--- src/rtl/baggage_drop_pkg.sv ---
// Shared definitions for the baggage-drop display path: digit geometry,
// segment bit order, glyph codes and the scan FSM state type.
package baggage_drop_pkg;

    localparam int SEG_W      = 7;
    localparam int NUM_DIGITS = 4;
    localparam int DIG_W      = $clog2(NUM_DIGITS);

    // Segment code with nothing lit (codes are active-high, {g..a}).
    localparam logic [SEG_W-1:0] SEG_BLANK = 7'h00;

    // Bit position of each segment inside a code.
    localparam int SEG_A = 0;
    localparam int SEG_B = 1;
    localparam int SEG_C = 2;
    localparam int SEG_D = 3;
    localparam int SEG_E = 4;
    localparam int SEG_F = 5;
    localparam int SEG_G = 6;

    // Decimal glyphs, shared with the baggage_drop producer.
    localparam logic [SEG_W-1:0] GLYPH_0 = 7'h3F;
    localparam logic [SEG_W-1:0] GLYPH_1 = 7'h06;
    localparam logic [SEG_W-1:0] GLYPH_2 = 7'h5B;
    localparam logic [SEG_W-1:0] GLYPH_3 = 7'h4F;
    localparam logic [SEG_W-1:0] GLYPH_4 = 7'h66;
    localparam logic [SEG_W-1:0] GLYPH_5 = 7'h6D;
    localparam logic [SEG_W-1:0] GLYPH_6 = 7'h7D;
    localparam logic [SEG_W-1:0] GLYPH_7 = 7'h07;
    localparam logic [SEG_W-1:0] GLYPH_8 = 7'h7F;
    localparam logic [SEG_W-1:0] GLYPH_9 = 7'h6F;

    // One full display frame; index 3 is the leftmost digit.
    typedef logic [NUM_DIGITS-1:0][SEG_W-1:0] seg_frame_t;

    // Each digit slot is a short blanking window followed by the drive window.
    typedef enum logic {
        ST_BLANK = 1'b0,
        ST_DRIVE = 1'b1
    } scan_state_e;

    // BCD digit to glyph; anything above 9 shows blank.
    function automatic logic [SEG_W-1:0] glyph(input logic [3:0] v);
        case (v)
            4'd0:    glyph = GLYPH_0;
            4'd1:    glyph = GLYPH_1;
            4'd2:    glyph = GLYPH_2;
            4'd3:    glyph = GLYPH_3;
            4'd4:    glyph = GLYPH_4;
            4'd5:    glyph = GLYPH_5;
            4'd6:    glyph = GLYPH_6;
            4'd7:    glyph = GLYPH_7;
            4'd8:    glyph = GLYPH_8;
            4'd9:    glyph = GLYPH_9;
            default: glyph = SEG_BLANK;
        endcase
    endfunction

endpackage

--- src/rtl/scan_timebase.sv ---
// Scan timebase: slot counter, digit index, BLANK/DRIVE slot FSM, frame
// boundary and first-slot-of-frame flag. Digits scan 3 -> 2 -> 1 -> 0.
module scan_timebase
    import baggage_drop_pkg::*;
#(
    parameter int REFRESH_DIV  = 50000,
    parameter int BLANK_CYCLES = 4
) (
    input  logic             clk,
    input  logic             rst_n,
    input  logic             en_i,
    output logic [DIG_W-1:0] digit_o,
    output scan_state_e      state_o,
    output logic             boundary_o,
    output logic             frame_first_o
);

    localparam int SLOT_W = (REFRESH_DIV > 1) ? $clog2(REFRESH_DIV) : 1;
    localparam logic [SLOT_W-1:0] SLOT_LAST  = SLOT_W'(REFRESH_DIV - 1);
    localparam logic [SLOT_W-1:0] SLOT_BLANK = SLOT_W'(BLANK_CYCLES);
    localparam logic [DIG_W-1:0]  DIG_FIRST  = DIG_W'(NUM_DIGITS - 1);

    logic [SLOT_W-1:0] slot_q, slot_d;
    logic [DIG_W-1:0]  digit_q, digit_d;
    scan_state_e       state_q, state_d;
    logic              en_q;

    // Timebase registers; en_q remembers last cycle's enable to spot its rise.
    always_ff @(posedge clk or negedge rst_n) begin
        if (!rst_n) begin
            slot_q  <= '0;
            digit_q <= DIG_FIRST;
            state_q <= ST_BLANK;
            en_q    <= 1'b0;
        end else begin
            slot_q  <= slot_d;
            digit_q <= digit_d;
            state_q <= state_d;
            en_q    <= en_i;
        end
    end

    // Next slot/digit; the FSM state follows the blanking window of the next slot.
    always_comb begin
        slot_d  = slot_q;
        digit_d = digit_q;
        if (!en_i) begin
            slot_d  = '0;
            digit_d = DIG_FIRST;
        end else if (slot_q == SLOT_LAST) begin
            slot_d  = '0;
            digit_d = digit_q - 1'b1;
        end else begin
            slot_d  = slot_q + 1'b1;
        end
        state_d = (slot_d < SLOT_BLANK) ? ST_BLANK : ST_DRIVE;
    end

    assign digit_o       = digit_q;
    assign state_o       = state_q;
    // A frame ends when digit 0's slot wraps, or restarts when scanning is re-enabled.
    assign boundary_o    = en_i && (((slot_q == SLOT_LAST) && (digit_q == '0)) || !en_q);
    assign frame_first_o = en_i && (slot_q == '0) && (digit_q == DIG_FIRST);

endmodule

--- src/rtl/seven_seg_scan_driver.sv ---
// Four-digit common-anode scan driver: captures segment codes into a pending
// buffer, promotes them to the displayed shadow only at frame boundaries,
// and drives the multiplexed segment/anode bus with ghost blanking and blink.
module seven_seg_scan_driver
    import baggage_drop_pkg::*;
#(
    parameter int REFRESH_DIV  = 50000,
    parameter int BLANK_CYCLES = 4,
    parameter int BLINK_FRAMES = 32
) (
    input  logic                  clk,
    input  logic                  rst_n,
    input  logic                  en,
    input  logic [SEG_W-1:0]      seven_seg1,
    input  logic [SEG_W-1:0]      seven_seg2,
    input  logic [SEG_W-1:0]      seven_seg3,
    input  logic [SEG_W-1:0]      seven_seg4,
    input  logic                  upd,
    input  logic                  drop_activated,
    output logic [SEG_W-1:0]      seg_n,
    output logic [NUM_DIGITS-1:0] an_n,
    output logic                  frame_start
);

    localparam int FCNT_W = $clog2(BLINK_FRAMES) + 1;
    localparam logic [FCNT_W-1:0] FCNT_WRAP = FCNT_W'(BLINK_FRAMES);

    logic [DIG_W-1:0] digit;
    scan_state_e      state;
    logic             boundary;
    logic             frame_first;

    seg_frame_t codes_in;
    seg_frame_t pend_q, pend_d;
    seg_frame_t shadow_q, shadow_d;
    logic       pend_vld_q, pend_vld_d;

    logic [FCNT_W-1:0] fcnt_q, fcnt_d;
    logic              phase_q, phase_d;

    logic [SEG_W-1:0]      seg_n_q, seg_n_d;
    logic [NUM_DIGITS-1:0] an_n_q, an_n_d;
    logic                  fs_q, fs_d;

    scan_timebase #(
        .REFRESH_DIV  (REFRESH_DIV),
        .BLANK_CYCLES (BLANK_CYCLES)
    ) u_tb (
        .clk           (clk),
        .rst_n         (rst_n),
        .en_i          (en),
        .digit_o       (digit),
        .state_o       (state),
        .boundary_o    (boundary),
        .frame_first_o (frame_first)
    );

    assign codes_in = {seven_seg1, seven_seg2, seven_seg3, seven_seg4};

    // All state registers; outputs reset to every anode off, every segment dark.
    always_ff @(posedge clk or negedge rst_n) begin
        if (!rst_n) begin
            pend_q     <= '0;
            shadow_q   <= '0;
            pend_vld_q <= 1'b0;
            fcnt_q     <= '0;
            phase_q    <= 1'b0;
            seg_n_q    <= ~SEG_BLANK;
            an_n_q     <= '1;
            fs_q       <= 1'b0;
        end else begin
            pend_q     <= pend_d;
            shadow_q   <= shadow_d;
            pend_vld_q <= pend_vld_d;
            fcnt_q     <= fcnt_d;
            phase_q    <= phase_d;
            seg_n_q    <= seg_n_d;
            an_n_q     <= an_n_d;
            fs_q       <= fs_d;
        end
    end

    // Capture: updates land in pending and reach the shadow only at a boundary,
    // so a frame never mixes old and new digits. A strobe on the boundary wins.
    always_comb begin
        pend_d     = pend_q;
        shadow_d   = shadow_q;
        pend_vld_d = pend_vld_q;
        if (boundary) begin
            if (upd) begin
                shadow_d = codes_in;
            end else if (pend_vld_q) begin
                shadow_d = pend_q;
            end
            pend_vld_d = 1'b0;
        end else if (upd) begin
            pend_d     = codes_in;
            pend_vld_d = 1'b1;
        end
    end

    // Blink: count frames while the drop is active, flip phase every BLINK_FRAMES.
    always_comb begin
        fcnt_d  = fcnt_q;
        phase_d = phase_q;
        if (!en || !drop_activated) begin
            fcnt_d  = '0;
            phase_d = 1'b0;
        end else if (boundary) begin
            if (fcnt_q + 1'b1 == FCNT_WRAP) begin
                fcnt_d  = '0;
                phase_d = ~phase_q;
            end else begin
                fcnt_d  = fcnt_q + 1'b1;
            end
        end
    end

    // Output decode: drive one anode and its code only in DRIVE of a visible frame.
    always_comb begin
        seg_n_d = ~SEG_BLANK;
        an_n_d  = '1;
        fs_d    = frame_first;
        if (en && (state == ST_DRIVE) && !phase_q) begin
            an_n_d[digit] = 1'b0;
            seg_n_d       = ~shadow_q[digit];
        end
    end

    assign seg_n       = seg_n_q;
    assign an_n        = an_n_q;
    assign frame_start = fs_q;

endmodule

--- config.mk ---
export PLATFORM = sky130hd
export DESIGN_NAME = seven_seg_scan_driver
export DESIGN_NICKNAME = d
export VERILOG_FILES = /design/src/rtl/baggage_drop_pkg.sv /design/src/rtl/scan_timebase.sv /design/src/rtl/seven_seg_scan_driver.sv
export SDC_FILE = /design/constraint.sdc
export NUM_CORES = 1
export LEC_CHECK = 0
export ABC_AREA = 1
export BUFFER_PORTS_ARGS = -buffer_cell sky130_fd_sc_hd__clkbuf_2
export CORE_MARGIN = 3
export CORE_UTILIZATION = 60
export DETAILED_ROUTE_END_ITERATION = 6
export GPL_ROUTABILITY_DRIVEN = 0
export GPL_TIMING_DRIVEN = 0
export HOLD_SLACK_MARGIN = 0.1
export PLACE_DENSITY = 0.78
export REMOVE_ABC_BUFFERS = 1
export SYNTH_ARGS = -nofsm -noshare
export SYNTH_HDL_FRONTEND = slang
export SYNTH_HIERARCHICAL = 1
export SYNTH_SLANG_ARGS = --single-unit
export TNS_END_PERCENT = 10
--- constraint.sdc ---
create_clock -name clk -period 4.4 [get_ports clk]
set_input_delay 0.88 -clock clk [delete_from_list [all_inputs] [get_ports clk]]
set_output_delay 0.88 -clock clk [all_outputs]
set_load 0.01 [all_outputs]
==> results.py, run 1 <==
metrics = {
    "grt": {
        "grt_max_degree": 62,
        "antenna_found_initial": 0,
        "busiest_layer": "met2",
        "met3_usage": 0.04968,
        "grt_use_total": 0.2231,
        "use_met1": 0.3181,
        "grt_pass1_vias": 3338,
        "overflow": 0,
        "grt_pass1_wl_um": 15360,
        "grt_use_met2": 0.3371,
    },
    "synth": {
        "yosysSeqAreaShare": 0.5241,
        "syn_area_per_cell_sq_um": 8.840,
        "synth-async-reset-ratio": 1.000,
        "synth_cells": 522,
        "ys_types": 34,
        "synthFlopType": "dfrtp_1",
        "syn-cell-area_sq_mm": 0.004614,
        "synth_edf_count": 0,
        "ys_ff_latch": 96,
        "ys_warn_count": 6,
    },
    "floorplan": {
        "dieWidth_um": 93.70,
        "dieArea_sq_mm": 0.008779,
        "ios": 45,
        "rows": 31,
        "die_h_um": 93.70,
        "design.core.area_sq_mm": 0.007370,
        "initial_core_util": 0.6261,
    },
    "worst_setup_path": {
        "slowest_stage": "nand2_1",
        "required_ps": 4640,
        "r2r_cells": 9,
        "crit_path_frequent_cell": "nand3_1",
        "r2r-end": "pend_q[9]",
        "cp.arrival_ps": 3390,
        "cp_max_fo": 22,
        "cp_cell_sequence": "ha_1 > nand3_1 > nor2_2 > nand3_1 > a21oi_1 > inv_2 > nand2_1 > buf_16 > mux2_2",
        "endpoint": "pend_q[9]",
        "crit_type": "reg2reg",
        "timing.reg2reg.setup_slack_ps": 1250,
        "timing.rr.start": "u_tb/slot_q[0]",
        "end_kind": "flop",
        "startpoint_type": "flop",
        "crit_start": "u_tb/slot_q[0]",
        "critPathMaxStageDelay_ps": 570,
    },
    "hold_path": {
        "worstHoldPathType": "reg2reg",
        "whs_path_depth": 2,
    },
    "placement": {
        "postPlaceCellArea_sq_mm": 0.004905,
        "dp_slack_ps": 836.5,
        "dp_hpwl_um": 6378,
        "port_buffers": 44,
    },
    "cts": {
        "cts_made_buffers": 9,
        "cts_setup_buffers": 0,
        "post_cts_resized": 0,
        "htreeDepth": 3,
        "cts_hold_repair.buffers": 0,
        "cts_root_buffer": "clkbuf_8",
        "cts_buffer_depth": 2,
        "clock_latency_ps": 360,
        "clkTransAtPathRegs_ps": 100,
        "cts.sinks": 96,
        "cts_tree": "yes",
    },
    "pwr": {
        "powerDensity_mw_per_mm2": 354.2,
        "p_leak_uw": 0.002456,
        "ir_drop_mv": 0.2568,
    },
    "final_layout": {
        "final_cell_mix": "nand2_1 (124), dfrtp_1 (83), inv_1 (68)",
        "num_antenna_cells": 0,
        "fin_nets": 599,
        "area_growth_pct": 11.17,
        "mostFrequentLayoutCell": "nand2_1",
        "stdcell_area_sq_mm": 0.005130,
        "fillers": 587,
        "drive_gt1_frac": 0.1996,
    },
    "routing": {
        "dr.first_iter.drc_count": 223,
        "ant_nets": 0,
        "drc_errors": 0,
        "vias_per_cell": 5.411,
        "routed_wl_um": 9205,
        "dr_total_vias": 3598,
        "wl_per_cell_um": 13.84,
        "firstDrtPassIters": 4,
    },
    "sta": {
        "max_freq_mhz": 317.5,
        "fin_crit_ps": 3150,
        "setup_violations": 0,
        "period_share": 0.7159,
        "maxSlewHeadroom": 0.4109,
        "final.setup.tns_ps": 0,
        "grt_setup_unrepaired": "false",
        "hold_viol": 0,
        "slew_viol_final": 0,
        "setup_slack_ps": 1250,
        "finClkSkew_ps": 12.21,
        "worst_pin_slew_ps": 881.7,
    },
    "job": {
        "max_cap_violations": 0,
    },
    "outcome": {
        "run_status": "completed",
    },
}
## sequential cells by signal, indices dropped and copies added, names as in the netlist
signal	cells
seg_n	7
u_tb/digit_o	2
u_tb/state_o	1
pend_q	28
pend_vld_q	1
u_tb/en_q	1
phase_q	1
u_tb/slot_q	16
frame_start	1
fcnt_q	6
shadow_q	28
an_n	4
## report_power, final
group | internal, uW | leakage [uW] | total, uW | switching (uW)
clock network | 266 | 0.0000891 | 575 | 309
registers | 972 | 0.00117 | 1010 | 43.0
logic | 96.2 | 0.00120 | 227 | 131
## synth_stat cells (4+ instances only)
library cell	number	area share
a21oi_1	6	0.0065
a22oi_1	7	0.011
a31oi_1	6	0.0081
a31oi_2	10	0.027
buf_2	5	0.0054
buf_6	4	0.0098
clkbuf_1	7	0.0057
dfrtp_1	83	0.45
dfstp_2	13	0.074
ha_1	5	0.014
inv_1	68	0.055
mux2_2	16	0.039
nand2_1	124	0.10
nand3_1	30	0.033
nand4_1	11	0.015
nor2_1	50	0.041
o211ai_1	12	0.020
o21ai_0	34	0.037
o221ai_1	6	0.011
## metal layers
metal | vias up | wire length [um]
met5 | - | 0
met4 | 0 | 130
met3 | 13 | 411
met2 | 68 | 4329
met1 | 1734 | 4334
li1 | 1783 | -
## kinds of logic after synthesis
group,share of synthesized area
and+or+nand+nor,0.2055
DFF,0.5241
buffers and inverters,0.08351
AOI/OAI and AO/OA,0.1304
muxes,0.03904
adders and majority gates,0.01356
xor gates and xnor gates,0.003797
## worst max-delay path: cells and delay by family, from the launching register on
family                     cells  cell delay [ps]
muxes                          1              340
buffers and inverters          2              400
and+or+nand+nor                4             1090
AOI/OAI and AO/OA              1              520
DFF                            1              410
adders and majority gates      1              270
## how the worst min path moves through the flow
stage / endpoint / start
after floorplan: pend_q[14] / pend_q[14]
after global placement: pend_q[24] / pend_q[24]
after detailed placement: pend_q[21] / pend_q[21]
after CTS: pend_q[21] / pend_q[21]
after global routing: pend_q[11] / rst_n
final: pend_q[21] / pend_q[21]
## cell type report
| type | count | area, sq um | share of cell area |
|---|---|---|---|
| multi-input cells | 336 | 1818 | 0.3544 |
| clock buffers | 10 | 127.6 | 0.02488 |
| repair buffers | 47 | 305.3 | 0.05951 |
| inverters | 71 | 266.5 | 0.05195 |
| well taps | 99 | 123.9 | 0.02415 |
| clock inverters | 6 | 70.07 | 0.01366 |
| flip-flops and latches | 96 | 2419 | 0.4715 |
## through the flow
stage | hold WS [ps] | power [uW] | util | instances
after floorplan | 453.9 | 1165 | - | 503
after global placement | 467.6 | 1238 | 0.6567 | 646
after detailed placement | 478.0 | 1257 | 0.6655 | 648
after CTS | 502.5 | 1832 | 0.6924 | 664
after global routing | 529.9 | 1910 | 0.6961 | 665
final | 497.2 | 1817 | 0.6961 | 665
Note: power is estimated with default switching activity, not from simulation.
==> run 2, diff against run 1 <==
--- a/config.mk
+++ b/config.mk
@@ -5,15 +5,15 @@
 export SDC_FILE = /design/constraint.sdc
 export NUM_CORES = 1
 export LEC_CHECK = 0
-export ABC_AREA = 1
+export ABC_AREA = 0
 export BUFFER_PORTS_ARGS = -buffer_cell sky130_fd_sc_hd__clkbuf_2
 export CORE_MARGIN = 3
-export CORE_UTILIZATION = 60
+export CORE_UTILIZATION = 53
 export DETAILED_ROUTE_END_ITERATION = 6
 export GPL_ROUTABILITY_DRIVEN = 0
 export GPL_TIMING_DRIVEN = 0
 export HOLD_SLACK_MARGIN = 0.1
-export PLACE_DENSITY = 0.78
+export PLACE_DENSITY = 0.73
 export REMOVE_ABC_BUFFERS = 1
 export SYNTH_ARGS = -nofsm -noshare
 export SYNTH_HDL_FRONTEND = slang
==> constraint.sdc (replaced) <==
create_clock -name clk -period 2.63 [get_ports clk]
set_input_delay 0.526 -clock clk [delete_from_list [all_inputs] [get_ports clk]]
set_output_delay 0.526 -clock clk [all_outputs]
set_load 0.01 [all_outputs]
==> run 2 against run 1 <==
The run now ends with negative setup slack left. Via count is 13% lower. Wire length is 0.88% higher. Flip-flop and latch count stayed put. First-iteration DRC count is 30% lower. Synthesized area is 2.5% lower. Sequential share of layout area is 1.1 points lower. Largest power group unchanged. Cell count is 17% lower.
==> results.py, run 2 <==
metrics = {
    "grt": {
        "overflow": 0,
        "grt_pass1_wl_um": 14770,
        "met3_usage": 0.04143,
        "grt_use_total": 0.1894,
        "use_met1": 0.2584,
        "grt_max_degree": 50,
        "grt_pass1_vias": 3097,
        "grt_use_met2": 0.2974,
        "busiest_layer": "met2",
        "antenna_found_initial": 0,
    },
    "floorplan": {
        "ios": 45,
        "rows": 32,
        "die_h_um": 98.14,
        "initial_core_util": 0.5647,
        "design.core.area_sq_mm": 0.007968,
        "dieWidth_um": 98.14,
        "dieArea_sq_mm": 0.009630,
    },
    "cts": {
        "cts_hold_repair.buffers": 0,
        "cts.sinks": 96,
        "cts_root_buffer": "clkbuf_8",
        "clkTransAtPathRegs_ps": 90,
        "cts_buffer_depth": 2,
        "clock_latency_ps": 350,
        "htreeDepth": 3,
        "cts_made_buffers": 9,
        "cts_tree": "yes",
    },
    "sta": {
        "grt_setup_unrepaired": "true",
        "period_share": 1.092,
        "fin_crit_ps": 2872,
        "worst_pin_slew_ps": 1076,
        "hold_viol": 0,
        "slew_viol_final": 0,
        "final.setup.tns_ps": -8033,
        "max_freq_mhz": 348.2,
        "setup_slack_ps": -242.1,
        "maxSlewHeadroom": 0.2826,
        "finClkSkew_ps": 11.91,
        "setup_violations": 60,
    },
    "routing": {
        "routed_wl_um": 9286,
        "dr_total_vias": 3123,
        "wl_per_cell_um": 16.85,
        "firstDrtPassIters": 4,
        "vias_per_cell": 5.668,
        "drc_errors": 0,
        "dr.first_iter.drc_count": 157,
        "ant_nets": 0,
    },
    "pwr": {
        "finalPower_uw": 3028,
        "powerDensity_mw_per_mm2": 575.6,
        "ir_drop_mv": 0.4032,
        "p_leak_uw": 0.002418,
    },
    "worst_setup_path": {
        "cp.arrival_ps": 3160,
        "cp_max_fo": 4,
        "crit_path_frequent_cell": "or4_4",
        "r2r_cells": 9,
        "crit_start": "u_tb/slot_q[4]",
        "timing.rr.start": "u_tb/slot_q[4]",
        "critPathMaxStageDelay_ps": 450,
        "critPathTopFamily": "simple AND/OR/NAND/NOR gates",
        "cp_cell_sequence": "or3_1 > or4_4 > or4_4 > o21ai_2 > and2_4 > nand4_4 > or2_4 > or3_4 > a21oi_2",
        "required_ps": 2920,
        "startpoint_type": "flop",
        "worst-path-stages": 9,
        "r2r-end": "fcnt_q[5]",
        "slowest_stage": "or4_4",
        "worst-path-buf-inv": 0,
        "crit_type": "reg2reg",
        "timing.reg2reg.setup_slack_ps": -240,
        "end_kind": "flop",
    },
    "synth": {
        "synth_most_common_cell": "dfrtp_1",
        "synth_cells": 391,
        "synthFlopType": "dfrtp_1",
        "yosys-top-cells-count": "dfrtp_1 (83), nand2_1 (48), mux2i_1 (33)",
        "synth-adder-area-share": 0.01390,
        "synth_top_family_by_area": "multiplexers",
        "synth_xor_area_frac": 0.04088,
        "ys_warn_count": 6,
        "netlist.area_leader.share": 0.4616,
        "synth_area_leader_cell": "dfrtp_1",
        "synth_compound_area_frac": 0.05117,
        "synth-async-reset-ratio": 1.000,
        "synth_edf_count": 0,
        "ys_types": 43,
        "yosysSeqAreaShare": 0.5375,
        "ys_top_cells_by_area": "dfrtp_1 (46%), dfstp_2 (7.6%), mux2i_1 (7.3%)",
        "syn-cell-area_sq_mm": 0.004499,
        "synth-simple-area-share": 0.1429,
        "synthMuxAreaShare": 0.1785,
        "ys_ff_latch": 96,
        "syn_area_per_cell_sq_um": 11.51,
    },
    "final_layout": {
        "stdcell_area_sq_mm": 0.005261,
        "num_antenna_cells": 0,
        "area_growth_pct": 16.94,
        "drive_gt1_frac": 0.3318,
        "largestRegisters": "pend_q: 28 flops, shadow_q: 28 flops, u_tb/slot_q: 16 flops",
        "layoutNonFillerInstCount": 551,
        "final_util": 0.6603,
        "final_cell_mix": "dfrtp_1 (80), nand2_1 (45), clkbuf_2 (43)",
        "fillers": 604,
        "mostFrequentLayoutCell": "dfrtp_1",
        "fin_nets": 482,
    },
    "placement": {
        "dp_hpwl_um": 5462,
        "postPlaceCellArea_sq_mm": 0.004787,
        "dp.cells": 516,
        "port_buffers": 44,
    },
    "job": {
        "max_cap_violations": 0,
    },
    "outcome": {
        "run_status": "finished, violations left",
        "violations": "negative setup slack",
    },
    "hold_path": {
        "worstHoldPathType": "in2async",
    },
}
==> run 2: changes by cell type after synthesis, sizes merged, moves of 6 or more <==
cell    change
a22oi       -7
xor2        +7
mux2       +12
o221ai      -6
xnor2      +12
nor2       -24
o211ai     -11
inv        -66
nand2      -77
mux4        +7
mux2i      +33
a31oi      -14
nand3      -21
==> run 2: worst max-delay path by stage <==
stage	to
after floorplan	shadow_q[0]
after global placement	shadow_q[0]
after detailed placement	fcnt_q[5]
after CTS	fcnt_q[5]
after global routing	fcnt_q[5]
final	fcnt_q[5]
==> run 2: what timing repair did <==
item	4_1_cts	5_1_grt
gates cloned	1	5
pin swaps	2	0
setup endpoints to repair	64	60
hold endpoints to repair	0	0
buffers inserted	8	5
gates resized for setup	17	18
==> run 2: layout make-up <==
type | count | area, sq um | area share
clock buffer | 14 | 172.7 | 0.03282
clock inverter | 2 | 12.51 | 0.002378
timing repair buffer | 66 | 529.3 | 0.1006
inverter | 5 | 18.77 | 0.003567
sequential | 96 | 2422 | 0.4604
multi-input combinational | 266 | 1978 | 0.3760
tap | 102 | 127.6 | 0.02426
==> run 2: layer usage <==
metal | part of all wire | vias to the layer above | wire, um
met5 | 0 | - | 0
met4 | 0.015 | 0 | 138
met3 | 0.045 | 14 | 415
met2 | 0.50 | 69 | 4654
met1 | 0.44 | 1572 | 4077
li1 | - | 1468 | -
==> run 2: report_power, final <==
| part | switching [uW] | total, uW | internal, uW |
|---|---|---|---|
| clock network | 483 | 905 | 422 |
| registers | 87.6 | 1710 | 1630 |
| logic | 189 | 409 | 220 |
==> run 2: cell families (layout without fill, tap and decap cells) <==
group,count (synthesis),after routing
AND/OR/NAND/NOR,130,130
flip-flops,96,96
multiplexers,68,68
AO/OA/AOI/OAI,42,42
buffers and inverters,29,87
XOR/XNOR,21,21
adder cells (fa/ha/maj),5,5
==> run 2: metrics by stage <==
step	hold WS [ps]	setup slack (ps)
6_report	229.0	-242.1
3_3_place_gp	456.9	-3083
4_1_cts	235.8	-250.9
2_1_floorplan	230.4	-1546
3_5_place_dp	467.6	-992.3
5_1_grt	266.0	-334.9
